$ cat config.mk
export PLATFORM = sky130hd
export DESIGN_NAME = mem_write_buffer_flat
export DESIGN_NICKNAME = d
export VERILOG_FILES = /design/src/rtl/mem_wb_pkg.sv /design/src/rtl/mem_write_buffer_if.sv /design/src/rtl/wb_fifo_cam.sv /design/src/rtl/mem_write_buffer.sv /design/src/flat_wrapper.sv
export SDC_FILE = /design/constraint.sdc
export NUM_CORES = 1
export LEC_CHECK = 0
export CORE_MARGIN = 2
export CORE_UTILIZATION = 52
export CTS_CLUSTER_DIAMETER = 120
export DETAILED_ROUTE_END_ITERATION = 6
export HOLD_SLACK_MARGIN = 0.1
export MAX_ROUTING_LAYER = met4
export PLACE_DENSITY = 0.79
export SLEW_MARGIN = 40
export SYNTH_ARGS = -nofsm -noshare
export SYNTH_HDL_FRONTEND = slang
export SYNTH_SLANG_ARGS = --single-unit
$ cat constraint.sdc
create_clock -name clk -period 3.7 [get_ports clk]
set_input_delay 0.74 -clock clk [delete_from_list [all_inputs] [get_ports clk]]
set_output_delay 0.74 -clock clk [all_outputs]
set_load 0.05 [all_outputs]
$ cat src/rtl/mem_wb_pkg.sv
// rtl/mem_wb_pkg.sv - shared types, defaults and helpers for the posted-write buffer
package mem_wb_pkg;

   localparam int DEF_ADDR_W = 32;
   localparam int DEF_DATA_W = 32;
   localparam int DEF_DEPTH  = 4;

   typedef enum logic [1:0] {
      IDLE  = 2'd0,
      DRAIN = 2'd1,
      READ  = 2'd2
   } wb_state_t;

   function automatic int clog2(input int value);
      int r;
      r = 0;
      for (int v = value - 1; v > 0; v = v >> 1) r++;
      return r;
   endfunction

endpackage

$ cat src/rtl/mem_write_buffer_if.sv
// rtl/mem_write_buffer_if.sv - pipeline and backend signal bundle of the write buffer
interface mem_write_buffer_if import mem_wb_pkg::*; #(
   parameter int ADDR_W = DEF_ADDR_W,
   parameter int DATA_W = DEF_DATA_W
);
   logic              mem_r_en;
   logic              mem_w_en;
   logic [ADDR_W-1:0] address;
   logic [DATA_W-1:0] wdata;
   logic [DATA_W-1:0] rdata;
   logic              freeze;
   logic              wb_empty;
   logic              be_rd_en;
   logic              be_wr_en;
   logic [ADDR_W-1:0] be_address;
   logic [DATA_W-1:0] be_wdata;
   logic [DATA_W-1:0] be_rdata;
   logic              be_ready;

   // master is the pipeline plus backend environment, slave is the buffer itself
   modport master (
      output mem_r_en, mem_w_en, address, wdata, be_rdata, be_ready,
      input  rdata, freeze, wb_empty, be_rd_en, be_wr_en, be_address, be_wdata
   );

   modport slave (
      input  mem_r_en, mem_w_en, address, wdata, be_rdata, be_ready,
      output rdata, freeze, wb_empty, be_rd_en, be_wr_en, be_address, be_wdata
   );

endinterface

$ cat src/rtl/wb_fifo_cam.sv
// rtl/wb_fifo_cam.sv - circular store queue with youngest-match address search
module wb_fifo_cam import mem_wb_pkg::*; #(
   parameter int  ADDR_W = DEF_ADDR_W,
   parameter int  DATA_W = DEF_DATA_W,
   parameter int  DEPTH  = DEF_DEPTH,
   localparam int PTR_W  = clog2(DEPTH)
) (
   input  logic              clk,
   input  logic              rst,
   input  logic              push,
   input  logic [ADDR_W-1:0] push_addr,
   input  logic [DATA_W-1:0] push_data,
   input  logic              pop,
   output logic [ADDR_W-1:0] head_addr,
   output logic [DATA_W-1:0] head_data,
   output logic [PTR_W:0]    count,
   output logic              full,
   input  logic [ADDR_W-1:0] lookup_addr,
   output logic              hit,
   output logic [DATA_W-1:0] hit_data
);
   logic [ADDR_W-1:0] addr_q [DEPTH];
   logic [DATA_W-1:0] data_q [DEPTH];
   logic [PTR_W-1:0]  head_q;
   logic [PTR_W-1:0]  tail_q;
   logic [PTR_W:0]    count_q;
   logic [PTR_W-1:0]  idx;

   always_ff @(posedge clk) begin
      if (!rst) begin
         head_q  <= '0;
         tail_q  <= '0;
         count_q <= '0;
      end else begin
         if (push) tail_q <= tail_q + 1'b1;
         if (pop)  head_q <= head_q + 1'b1;
         case ({push, pop})
            2'b10:   count_q <= count_q + 1'b1;
            2'b01:   count_q <= count_q - 1'b1;
            default: count_q <= count_q;
         endcase
      end
   end

   // Validity comes from count, so the storage itself needs no reset.
   always_ff @(posedge clk) begin
      if (push) begin
         addr_q[tail_q] <= push_addr;
         data_q[tail_q] <= push_data;
      end
   end

   // Walk oldest to youngest so the last match seen wins.
   always_comb begin
      hit      = 1'b0;
      hit_data = '0;
      idx      = '0;
      for (int i = 0; i < DEPTH; i++) begin
         idx = head_q + PTR_W'(i);
         if (((PTR_W+1)'(i) < count_q) && (addr_q[idx] == lookup_addr)) begin
            hit      = 1'b1;
            hit_data = data_q[idx];
         end
      end
   end

   assign head_addr = addr_q[head_q];
   assign head_data = data_q[head_q];
   assign count     = count_q;
   assign full      = (count_q == (PTR_W+1)'(DEPTH));

endmodule

$ cat src/rtl/mem_write_buffer.sv
// rtl/mem_write_buffer.sv - posted-write buffer between MEM stage and memory backend
module mem_write_buffer import mem_wb_pkg::*; #(
   parameter int ADDR_W = DEF_ADDR_W,
   parameter int DATA_W = DEF_DATA_W,
   parameter int DEPTH  = DEF_DEPTH
) (
   input logic                clk,
   input logic                rst,
   mem_write_buffer_if.slave  bus
);
   localparam int PTR_W = clog2(DEPTH);

   wb_state_t         state_q;
   wb_state_t         state_d;
   logic              load;
   logic              store;
   logic              hit;
   logic              full;
   logic              pop;
   logic              push;
   logic              store_stall;
   logic              load_miss;
   logic              read_done;
   logic [PTR_W:0]    count;
   logic [ADDR_W-1:0] head_addr;
   logic [DATA_W-1:0] head_data;
   logic [DATA_W-1:0] hit_data;

   // A simultaneous load and store is resolved as a store.
   assign load        = bus.mem_r_en && !bus.mem_w_en;
   assign store       = bus.mem_w_en;
   assign load_miss   = load && !hit;
   assign pop         = (state_q == DRAIN) && bus.be_ready;
   assign read_done   = (state_q == READ) && bus.be_ready;
   assign push        = store && (!full || pop);
   assign store_stall = store && full && !pop;

   wb_fifo_cam #(
      .ADDR_W (ADDR_W),
      .DATA_W (DATA_W),
      .DEPTH  (DEPTH)
   ) u_fifo (
      .clk         (clk),
      .rst         (rst),
      .push        (push),
      .push_addr   (bus.address),
      .push_data   (bus.wdata),
      .pop         (pop),
      .head_addr   (head_addr),
      .head_data   (head_data),
      .count       (count),
      .full        (full),
      .lookup_addr (bus.address),
      .hit         (hit),
      .hit_data    (hit_data)
   );

   always_ff @(posedge clk) begin
      if (!rst) state_q <= IDLE;
      else      state_q <= state_d;
   end

   always_comb begin
      state_d        = state_q;
      bus.be_rd_en   = 1'b0;
      bus.be_wr_en   = 1'b0;
      bus.be_address = '0;
      bus.be_wdata   = '0;
      bus.rdata      = '0;
      bus.freeze     = store_stall || (load_miss && !read_done);
      bus.wb_empty   = (count == '0) && (state_q != DRAIN);

      case (state_q)
         IDLE: begin
            // A stalled store implies a full queue and no load, so it drains here.
            if (load_miss)                     state_d = READ;
            else if ((count != '0) || push)    state_d = DRAIN;
         end
         DRAIN: begin
            bus.be_wr_en   = 1'b1;
            bus.be_address = head_addr;
            bus.be_wdata   = head_data;
            if (bus.be_ready) state_d = IDLE;
         end
         READ: begin
            bus.be_rd_en   = 1'b1;
            bus.be_address = bus.address;
            if (bus.be_ready) state_d = IDLE;
         end
         default: state_d = IDLE;
      endcase

      if (load) begin
         if (hit)            bus.rdata = hit_data;
         else if (read_done) bus.rdata = bus.be_rdata;
      end
   end

endmodule

$ cat src/flat_wrapper.sv
// flat-port wrapper written by rule: the top's interface ports become plain ports
module mem_write_buffer_flat import mem_wb_pkg::*;
#(
   parameter int ADDR_W = DEF_ADDR_W,
   parameter int DATA_W = DEF_DATA_W,
   parameter int DEPTH  = DEF_DEPTH
)
  (clk, rst, bus_mem_r_en, bus_mem_w_en, bus_address, bus_wdata, bus_be_rdata, bus_be_ready, bus_rdata, bus_freeze, bus_wb_empty, bus_be_rd_en, bus_be_wr_en, bus_be_address, bus_be_wdata);
  mem_write_buffer_if #(.ADDR_W(ADDR_W), .DATA_W(DATA_W)) bus_i ();
  input logic clk;
  input logic rst;
  input wire logic [$bits(bus_i.mem_r_en)-1:0] bus_mem_r_en;
  input wire logic [$bits(bus_i.mem_w_en)-1:0] bus_mem_w_en;
  input wire logic [$bits(bus_i.address)-1:0] bus_address;
  input wire logic [$bits(bus_i.wdata)-1:0] bus_wdata;
  input wire logic [$bits(bus_i.be_rdata)-1:0] bus_be_rdata;
  input wire logic [$bits(bus_i.be_ready)-1:0] bus_be_ready;
  output wire logic [$bits(bus_i.rdata)-1:0] bus_rdata;
  output wire logic [$bits(bus_i.freeze)-1:0] bus_freeze;
  output wire logic [$bits(bus_i.wb_empty)-1:0] bus_wb_empty;
  output wire logic [$bits(bus_i.be_rd_en)-1:0] bus_be_rd_en;
  output wire logic [$bits(bus_i.be_wr_en)-1:0] bus_be_wr_en;
  output wire logic [$bits(bus_i.be_address)-1:0] bus_be_address;
  output wire logic [$bits(bus_i.be_wdata)-1:0] bus_be_wdata;
  assign bus_i.mem_r_en = bus_mem_r_en;
  assign bus_i.mem_w_en = bus_mem_w_en;
  assign bus_i.address = bus_address;
  assign bus_i.wdata = bus_wdata;
  assign bus_i.be_rdata = bus_be_rdata;
  assign bus_i.be_ready = bus_be_ready;
  assign bus_rdata = bus_i.rdata;
  assign bus_freeze = bus_i.freeze;
  assign bus_wb_empty = bus_i.wb_empty;
  assign bus_be_rd_en = bus_i.be_rd_en;
  assign bus_be_wr_en = bus_i.be_wr_en;
  assign bus_be_address = bus_i.be_address;
  assign bus_be_wdata = bus_i.be_wdata;
  mem_write_buffer #(.ADDR_W(ADDR_W), .DATA_W(DATA_W), .DEPTH(DEPTH)) u_core (.clk(clk), .rst(rst), .bus(bus_i));
endmodule
==> results of run 1 <==
-- metrics by stage --
step / util [%] / total power [mW] / std cells / worst slack [ns] / TNS, ns
floorplan: - / 5.54 / 1470 / -0.242 / -4.74
global placement: 68.1 / 6.73 / 2346 / -0.808 / -25.45
detailed placement: 68.1 / 6.80 / 2346 / -0.841 / -26.93
CTS: 71.2 / 9.68 / 2407 / -1.11 / -35.08
global route: 71.6 / 10.0 / 2411 / -1.25 / -39.43
finish: 71.6 / 9.73 / 2413 / -1.13 / -35.44
-- cell families (layout without fill, tap and decap cells) --
logic type | after synthesis | in the layout | synth area share [%]
adders and majority gates | 12 | 12 | 0.810
other | 0 | 2 | 0
buffers and inverters | 167 | 647 | 4.30
DFF | 267 | 267 | 42.7
xor gates and xnor gates | 115 | 115 | 5.44
and+or+nand+nor | 319 | 319 | 8.95
muxes | 325 | 325 | 28.4
AOI/OAI and AO/OA | 265 | 265 | 9.42
-- area by class of cell --
class	instances	area share (%)
antenna	2	0.0198
clock inverter	22	0.792
timing repair buffer	575	21.5
sequential	267	31.3
multi-input combinational	1036	40.9
inverter	18	0.267
tap	461	2.28
clock buffer	32	2.92
-- routing by layer --
metal	GRT usage [%]	vias up	part of all wire, %
met5	-	-	0
met4	12.4	0	3.9
met3	5.09	170	8.8
met2	52.9	877	48
met1	43.6	7785	39
li1	-	6690	-
-- where the power goes --
part	internal (mW)	switching (mW)	leakage, nW
Sequential	3.51	0.120	2.44
Combinational	1.47	1.74	5.72
Clock	1.65	1.24	0.470
Total	6.63	3.10	8.63
-- cells in the final DEF, fill, tap and decap left out, types with 10 or more instances in the layout --
master / netlist / routed
a21oi_1: 41 / 41
a22oi_1: 33 / 33
and2_1: 46 / 41
buf_12: 2 / 63
buf_4: 13 / 398
clkbuf_16: 0 / 30
clkdlybuf4s50_1: 0 / 104
clkinv_2: 0 / 10
edfxtp_1: 256 / 256
ha_1: 12 / 11
inv_1: 18 / 18
mux2_2: 37 / 37
mux2i_1: 131 / 123
mux4_2: 157 / 157
nand2_1: 94 / 93
nand3_1: 13 / 13
nand4_1: 48 / 48
nor2_1: 47 / 46
nor2b_1: 37 / 36
o211a_1: 31 / 30
o21ai_0: 60 / 59
o21ai_1: 40 / 11
o21ai_4: 0 / 30
xnor2_1: 102 / 96
xor2_1: 13 / 13
-- state kept, by name, summed over array words and instances (netlist names), named ones only --
register	count
u_core.state_q	2
u_core.u_fifo.tail_q	2
u_core.u_fifo.head_q	2
u_core.u_fifo.addr_q	128
u_core.u_fifo.data_q	128
u_core.u_fifo.count	3
-- what timing repair did --
action,4_1_cts,5_1_grt
resized for setup,13,15
pin swaps,5,27
endpoints found under the setup margin,33,34
buffers inserted,6,4
cloned,1,1
-- worst paths after layout --
| kind | start | end | slack (ns) |
|---|---|---|---|
| max | u_core.u_fifo.head_q[0] | bus_rdata[20] | -1.13 |
| min | u_core.state_q[1] | u_core.state_q[1] | 0.56 |
| max reg2reg | u_core.u_fifo.head_q[0] | u_core.state_q[1] | 0.32 |
| min reg2reg | u_core.state_q[1] | u_core.state_q[1] | 0.56 |
-- tightest hold or removal path, cell delays in order, from the launching register on --
cell     delay, ns
dfxtp_1       0.35
a22oi_1       0.09
nor2_1        0.09
==> results.cfg, run 1 <==
[run]
drv_cap = 0

[sta]
setup_viol = 33
finalHoldViolCount = 0
slew_headroom_pct = 53.1
fmax_mhz = 207
tightest_slew_ns = 0.703
rsz0062_at_grt = true
finalWorstSetupSlack_ns = -1.13
final.setup_skew_ns = 0.0135
slew_viol_final = 0
period_share_pct = 130
post-route-min-period_ns = 4.83
whs_ns = 0.562

[setup_path]
crit_type = reg -> out
cp_max_fo = 12
cp-start-kind = register
crit_required_ns = 2.96
path_common_cell = buf_4
cp_top_family = buffers and inverters
cp_slowest_cell = mux4_2
crit_path_end_kind = primary output
crit_cells = 16
worstPathArrival_ns = 4.09
crit_chain = buf_4 > clkbuf_16 > buf_4 > mux4_2 > xnor2_1 > nand4_1 > nor3_1 > nand3_1 > buf_4 > nor4bb_4 > buf_4 > buf_12 > buf_12 > nand4_1 > o21ai_4 > buf_12
path_buf_inv = 8
reg2reg_depth = 14
critPathMaxStageDelay_ns = 0.52

[clock_network]
cts.clk_slew.worst_paths_ns = 0.07
hold_buffers = 0
clock_path_buffers = 3
clockRootBuffer = clkbuf_16
htree_num_levels = 1
cts_buffers = 29
clkSinkCount = 267
insertion_delay_ns = 0.56
cts_tree = yes

[detailed_routing]
wl_per_cell_um = 25.0
drt_pass1_iterations = 5
vias = 15500
antenna_left = 0
vias_per_cell = 6.43
routed_wl_um = 60400
drc = 0
drt_iter0_markers = 1681

[die]
die_y_um = 193
start_util_pct = 52.5
rows = 69
die_width_um = 193
ios = 201
core-area_um2 = 35300
dieArea_um2 = 37200

[grt]
antenna_found_initial = 1
grt_max_degree = 117
overflow = 0
gr-usage-all-layers_pct = 33.3
grt_pass1_wl_um = 90800
grt_pass1_vias = 15600

[min_path]
min_path_cells = 2
hp-class = reg -> reg

[finish]
multiInputGateArea_um2 = 10300
area_growth_pct = 36.4
nets = 2040
final_cell_area_um2 = 25300
fillers = 2286
regArea_um2 = 7920
drive_above_1_share_pct = 40.1

[power_and_ir_drop]
cellPowerDensity_nw_per_um2 = 385
vdd_ir_drop_max_v = 0.000359
p_leak_nw = 8.63

[yosys]
syn_nets = 1583
synth.most_common_cell = edfxtp_1
synth-seq-area-share_pct = 42.7
synth_edf_count = 256
netlist_area_um2 = 18500
yosys_warnings = 0
synth_cells = 1470
ys_types = 66
synthTopCellsByArea = edfxtp_1, mux4_2, mux2i_1, xnor2_1, mux2_2
ys_ff_latch = 267
async_reset_ff_share_pct = 0
synthFlopType = edfxtp_1
synthTopCellsByCount = edfxtp_1, mux4_2, mux2i_1
syn_area_per_cell_um2 = 12.6
synth.top_cell.area_share_pct = 41.5
synth_top_area_cell = edfxtp_1

[placed_design]
port_buffers = 200
place_hpwl_um = 42700
gp_congestion = 1.01
dpl_cell_area_um2 = 24100

[run_status]
violations = negative setup slack
status = complete, but fails checks
Power figures use the tool's default switching activity.
==> run 2: changes to the inputs <==
--- a/config.mk
+++ b/config.mk
@@ -12,6 +12,7 @@
 export HOLD_SLACK_MARGIN = 0.1
 export MAX_ROUTING_LAYER = met4
 export PLACE_DENSITY = 0.79
+export SKIP_CTS_REPAIR_TIMING = 1
 export SLEW_MARGIN = 40
 export SYNTH_ARGS = -nofsm -noshare
 export SYNTH_HDL_FRONTEND = slang
==> results.cfg, run 2 (synthesis gave the netlist of run 1 again) <==
[finish]
final_cells = 2420
area_growth_pct = 37.2
nets = 2046
drive_above_1_share_pct = 40.4
final_cell_area_um2 = 25400
multiInputGateArea_um2 = 10400
fillers = 2266
layout_common_cells = buf_4, edfxtp_1, mux4_2
final_common_cell = buf_4
post-route-util_pct = 72.0
regArea_um2 = 7920

[sta]
final.setup_skew_ns = 0.0103
fmax_mhz = 204
slew_viol_final = 0
whs_ns = 0.558
rsz0062_at_grt = true
post-route-min-period_ns = 4.90
slew_headroom_pct = 42.6
fin_setup_tns_ns = -38.36
period_share_pct = 132
setup_viol = 33
finalWorstSetupSlack_ns = -1.20
tightest_slew_ns = 0.861
finalHoldViolCount = 0

[setup_path]
worstPathArrival_ns = 4.16
reg2reg_depth = 14
cp_max_fo = 8
crit_path_end_kind = primary output
crit_type = reg -> out
crit_required_ns = 2.96
cp-start-kind = register

[clock_network]
clockRootBuffer = clkbuf_16
cts.clk_slew.worst_paths_ns = 0.06
clock_path_buffers = 3
htree_num_levels = 1
insertion_delay_ns = 0.56
clkSinkCount = 267
cts_buffers = 29
cts_tree = yes

[placed_design]
dp_cells = 2346
dpl_cell_area_um2 = 24100
gp_congestion = 1.01
port_buffers = 200
pre_cts_slack_ns = -0.841
place_hpwl_um = 42700

[run_status]
violations = negative setup slack
status = complete, but fails checks

[grt]
grt_pass1_vias = 15500
gr-usage-all-layers_pct = 33.0
antenna_found_initial = 1
overflow = 0
grt_pass1_wl_um = 90000
grt_max_degree = 117

[detailed_routing]
antenna_left = 0
vias = 15600
wl_per_cell_um = 25.3
drt_pass1_iterations = 6
vias_per_cell = 6.45
routed_wl_um = 61300
drt_iter0_markers = 1572
drc = 0

[min_path]
hp-class = reg -> reg
min_path_cells = 2

[die]
die_y_um = 193
rows = 69
ios = 201
start_util_pct = 52.5
dieArea_um2 = 37200
die_width_um = 193
core-area_um2 = 35300

[power_and_ir_drop]
cellPowerDensity_nw_per_um2 = 383
p_leak_nw = 8.70
power_mw = 9.73
vdd_ir_drop_max_v = 0.000361

[run]
drv_cap = 0
==> run 2: cell types whose count changed in the layout (fill, tap and decap cells not counted), moves of 2 or more <==
cell	previous run	this run
mux2i_2	8	2
o211a_1	30	24
mux2i_1	123	129
buf_4	398	401
o211a_4	1	7
clkbuf_16	30	32
buf_12	63	65
a211oi_1	4	2
a211oi_2	0	2
==> run 2: worst max-delay path: stages (launching register included) <==
cell	delay [ns]
dfxtp_4	0.47
buf_4	0.19
mux4_2	0.52
xnor2_1	0.27
nand2_1	0.18
nor4b_2	0.32
buf_4	0.17
nor4b_4	0.24
and2_4	0.25
buf_4	0.17
clkbuf_16	0.18
mux2i_1	0.08
o211a_1	0.24
o21ai_4	0.15
buf_12	0.15
==> run 2: worst paths after layout <==
kind              slack (ns)           endpoint                    start
setup / recovery       -1.20      bus_rdata[27]  u_core.u_fifo.head_q[1]
hold / removal          0.56  u_core.state_q[1]        u_core.state_q[1]
setup reg to reg        0.25  u_core.state_q[1]  u_core.u_fifo.head_q[1]
hold reg to reg         0.56  u_core.state_q[1]        u_core.state_q[1]
==> run 2: power by group <==
group	switching, mW	internal, mW	total, mW
Combinational	1.74	1.47	3.21
Sequential	0.123	3.51	3.63
Clock	1.23	1.65	2.88
Total	3.10	6.63	9.73
==> run 2: layout make-up <==
type                            instances  area share [%]
Multi-Input combinational cell       1036            40.9
Tap cell                              461            2.27
Antenna cell                            3          0.0295
Timing Repair Buffer                  581            21.7
Clock buffer                           32            2.90
Inverter                               18           0.266
Sequential cell                       267            31.2
Clock inverter                         22           0.788
==> run 2: per-layer routing <==
| metal | wire length [µm] | GRT usage, % | up-vias |
|---|---|---|---|
| met5 | 0 | - | - |
| met4 | 2180 | 11.1 | 0 |
| met3 | 5690 | 5.46 | 173 |
| met2 | 29900 | 52.9 | 903 |
| met1 | 23500 | 42.9 | 7845 |
| li1 | - | - | 6696 |
==> run 3: changes to the inputs <==
--- a/config.mk
+++ b/config.mk
@@ -12,6 +12,7 @@
 export HOLD_SLACK_MARGIN = 0.1
 export MAX_ROUTING_LAYER = met4
 export PLACE_DENSITY = 0.79
+export SETUP_SLACK_MARGIN = 0.3
 export SKIP_CTS_REPAIR_TIMING = 1
 export SLEW_MARGIN = 40
 export SYNTH_ARGS = -nofsm -noshare
==> results.cfg, run 3 (synthesis gave the netlist of run 1 again) <==
[run_status]
status = complete, but fails checks
violations = negative setup slack

[placed_design]
gp_congestion = 1.01
port_buffers = 200
place_hpwl_um = 41100
dpl_cell_area_um2 = 23800

[run]
drv_cap = 0

[finish]
layout_common_cells = buf_4, edfxtp_1, mux4_2
final_common_cell = buf_4
post-route-util_pct = 71.2
drive_above_1_share_pct = 39.6
final_cell_area_um2 = 25100
nets = 2021
area_growth_pct = 35.7

[power_and_ir_drop]
p_leak_nw = 8.58
cellPowerDensity_nw_per_um2 = 382
vdd_ir_drop_max_v = 0.000371
power_mw = 9.60

[sta]
slew_headroom_pct = 51.5
whs_ns = 0.607
rsz0062_at_grt = true
slew_viol_final = 0
finalHoldViolCount = 0
final.setup_skew_ns = 0.0190
period_share_pct = 133
tightest_slew_ns = 0.728
fmax_mhz = 204
setup_viol = 33
fin_setup_tns_ns = -38.37
post-route-min-period_ns = 4.91
finalWorstSetupSlack_ns = -1.21

[detailed_routing]
wl_per_cell_um = 25.0
drc = 0
vias_per_cell = 6.44
antenna_left = 0
vias = 15400
routed_wl_um = 59700
drt_pass1_iterations = 7
drt_iter0_markers = 1676

[setup_path]
worstPathArrival_ns = 4.17
crit_type = reg -> out
cp_slowest_cell = or4_4
cp_max_fo = 7
crit_path_end_kind = primary output
crit_required_ns = 2.96
critPathMaxStageDelay_ns = 0.58
rr_startpoint = u_core.u_fifo.head_q[1]
reg2reg_depth = 14
cp_top_family = simple AND/OR/NAND/NOR gates
crit_chain = buf_12 > buf_12 > mux4_2 > xnor2_1 > nand2_1 > or4_4 > nor4b_4 > and2_4 > buf_6 > nor4bb_4 > buf_6 > buf_12 > buf_6 > nand4_1 > o21ai_4 > buf_12
r2r_slack_ns = 0.29
path_common_cell = buf_12
cp-start-kind = register
path_buf_inv = 7
r2r-end = u_core.state_q[1]

[die]
ios = 201
start_util_pct = 52.5
core-area_um2 = 35300
die_width_um = 193
rows = 69
die_y_um = 193
dieArea_um2 = 37200

[grt]
grt_max_degree = 72
gr-usage-all-layers_pct = 32.1
antenna_found_initial = 1
grt_pass1_wl_um = 88300
grt_pass1_vias = 15500
overflow = 0

[clock_network]
clockRootBuffer = clkbuf_16
clkSinkCount = 267
insertion_delay_ns = 0.58
cts.clk_slew.worst_paths_ns = 0.06
cts_tree = yes
cts_buffers = 29
clock_path_buffers = 3
htree_num_levels = 1

[min_path]
holdPathEnd = u_core.state_q[1]
hp-class = reg -> reg
min_path_cells = 2
hp-start = u_core.state_q[1]
-- run 3: cell count changes in the layout (fill, tap and decap cells not counted), sizes merged, moves of 3 or more --
| cell | previous run | this run |
|---|---|---|
| clkdlybuf4s50 | 104 | 101 |
| buf | 474 | 448 |
| clkinvlp | 0 | 4 |
| clkinv | 17 | 11 |
| clkbuf | 35 | 43 |
-- run 3: worst register-to-register path, cell delays in order, from the launching register on --
cell and delay, ns:
dfxtp_4 0.41, buf_12 0.12, buf_12 0.10, mux4_2 0.51
xnor2_1 0.21, nand2_1 0.15, or4_4 0.58, nor4b_4 0.31
and2_4 0.26, buf_6 0.11, nor4bb_4 0.04, buf_6 0.14
clkbuf_16 0.16, a22oi_2 0.11, nor2_1 0.07
-- run 3: per-layer routing --
metal	part of all wire, %	GRT usage, %	wire [µm]
met1	38	41.0	22600
met4	3.8	11.5	2250
met3	8.7	4.93	5200
met5	0	-	0
met2	50	52.5	29700
-- run 3: through the flow --
step,setup slack (ns),instances
2_1_floorplan,-0.242,1470
3_3_place_gp,-0.880,2321
3_5_place_dp,-0.923,2321
4_1_cts,-1.50,2375
5_1_grt,-1.31,2392
6_report,-1.21,2394
-- run 3: where the power goes --
part	switching (mW)	total (mW)	internal (mW)	leakage (nW)
registers	0.126	3.64	3.51	2.44
clock network	1.23	2.80	1.58	0.442
logic	1.72	3.16	1.44	5.69
-- run 3: final cells by class --
cell class / count / area, µm²
Clock buffer: 38 / 790
Clock inverter: 16 / 125
Antenna cell: 2 / 5.00
Inverter: 18 / 71.3
Fill cell: 2342 / 10200
Tap cell: 461 / 577
Timing Repair Buffer: 556 / 5300
Multi-Input combinational cell: 1036 / 10400
Sequential cell: 267 / 7920
-- run 3: how the worst max path moves through the flow --
stage / depth (start not counted) / slack [ns] / end / start
finish: 16 / -1.21 / bus_rdata[22] / u_core.u_fifo.head_q[1]
global route: 17 / -1.31 / bus_rdata[22] / u_core.u_fifo.head_q[1]
CTS: 14 / -1.50 / bus_rdata[4] / u_core.u_fifo.head_q[1]
detailed placement: 13 / -0.92 / bus_rdata[4] / bus_address[0]
global placement: 13 / -0.88 / bus_rdata[4] / bus_address[23]
floorplan: 12 / -0.24 / bus_rdata[23] / u_core.u_fifo.head_q[1]
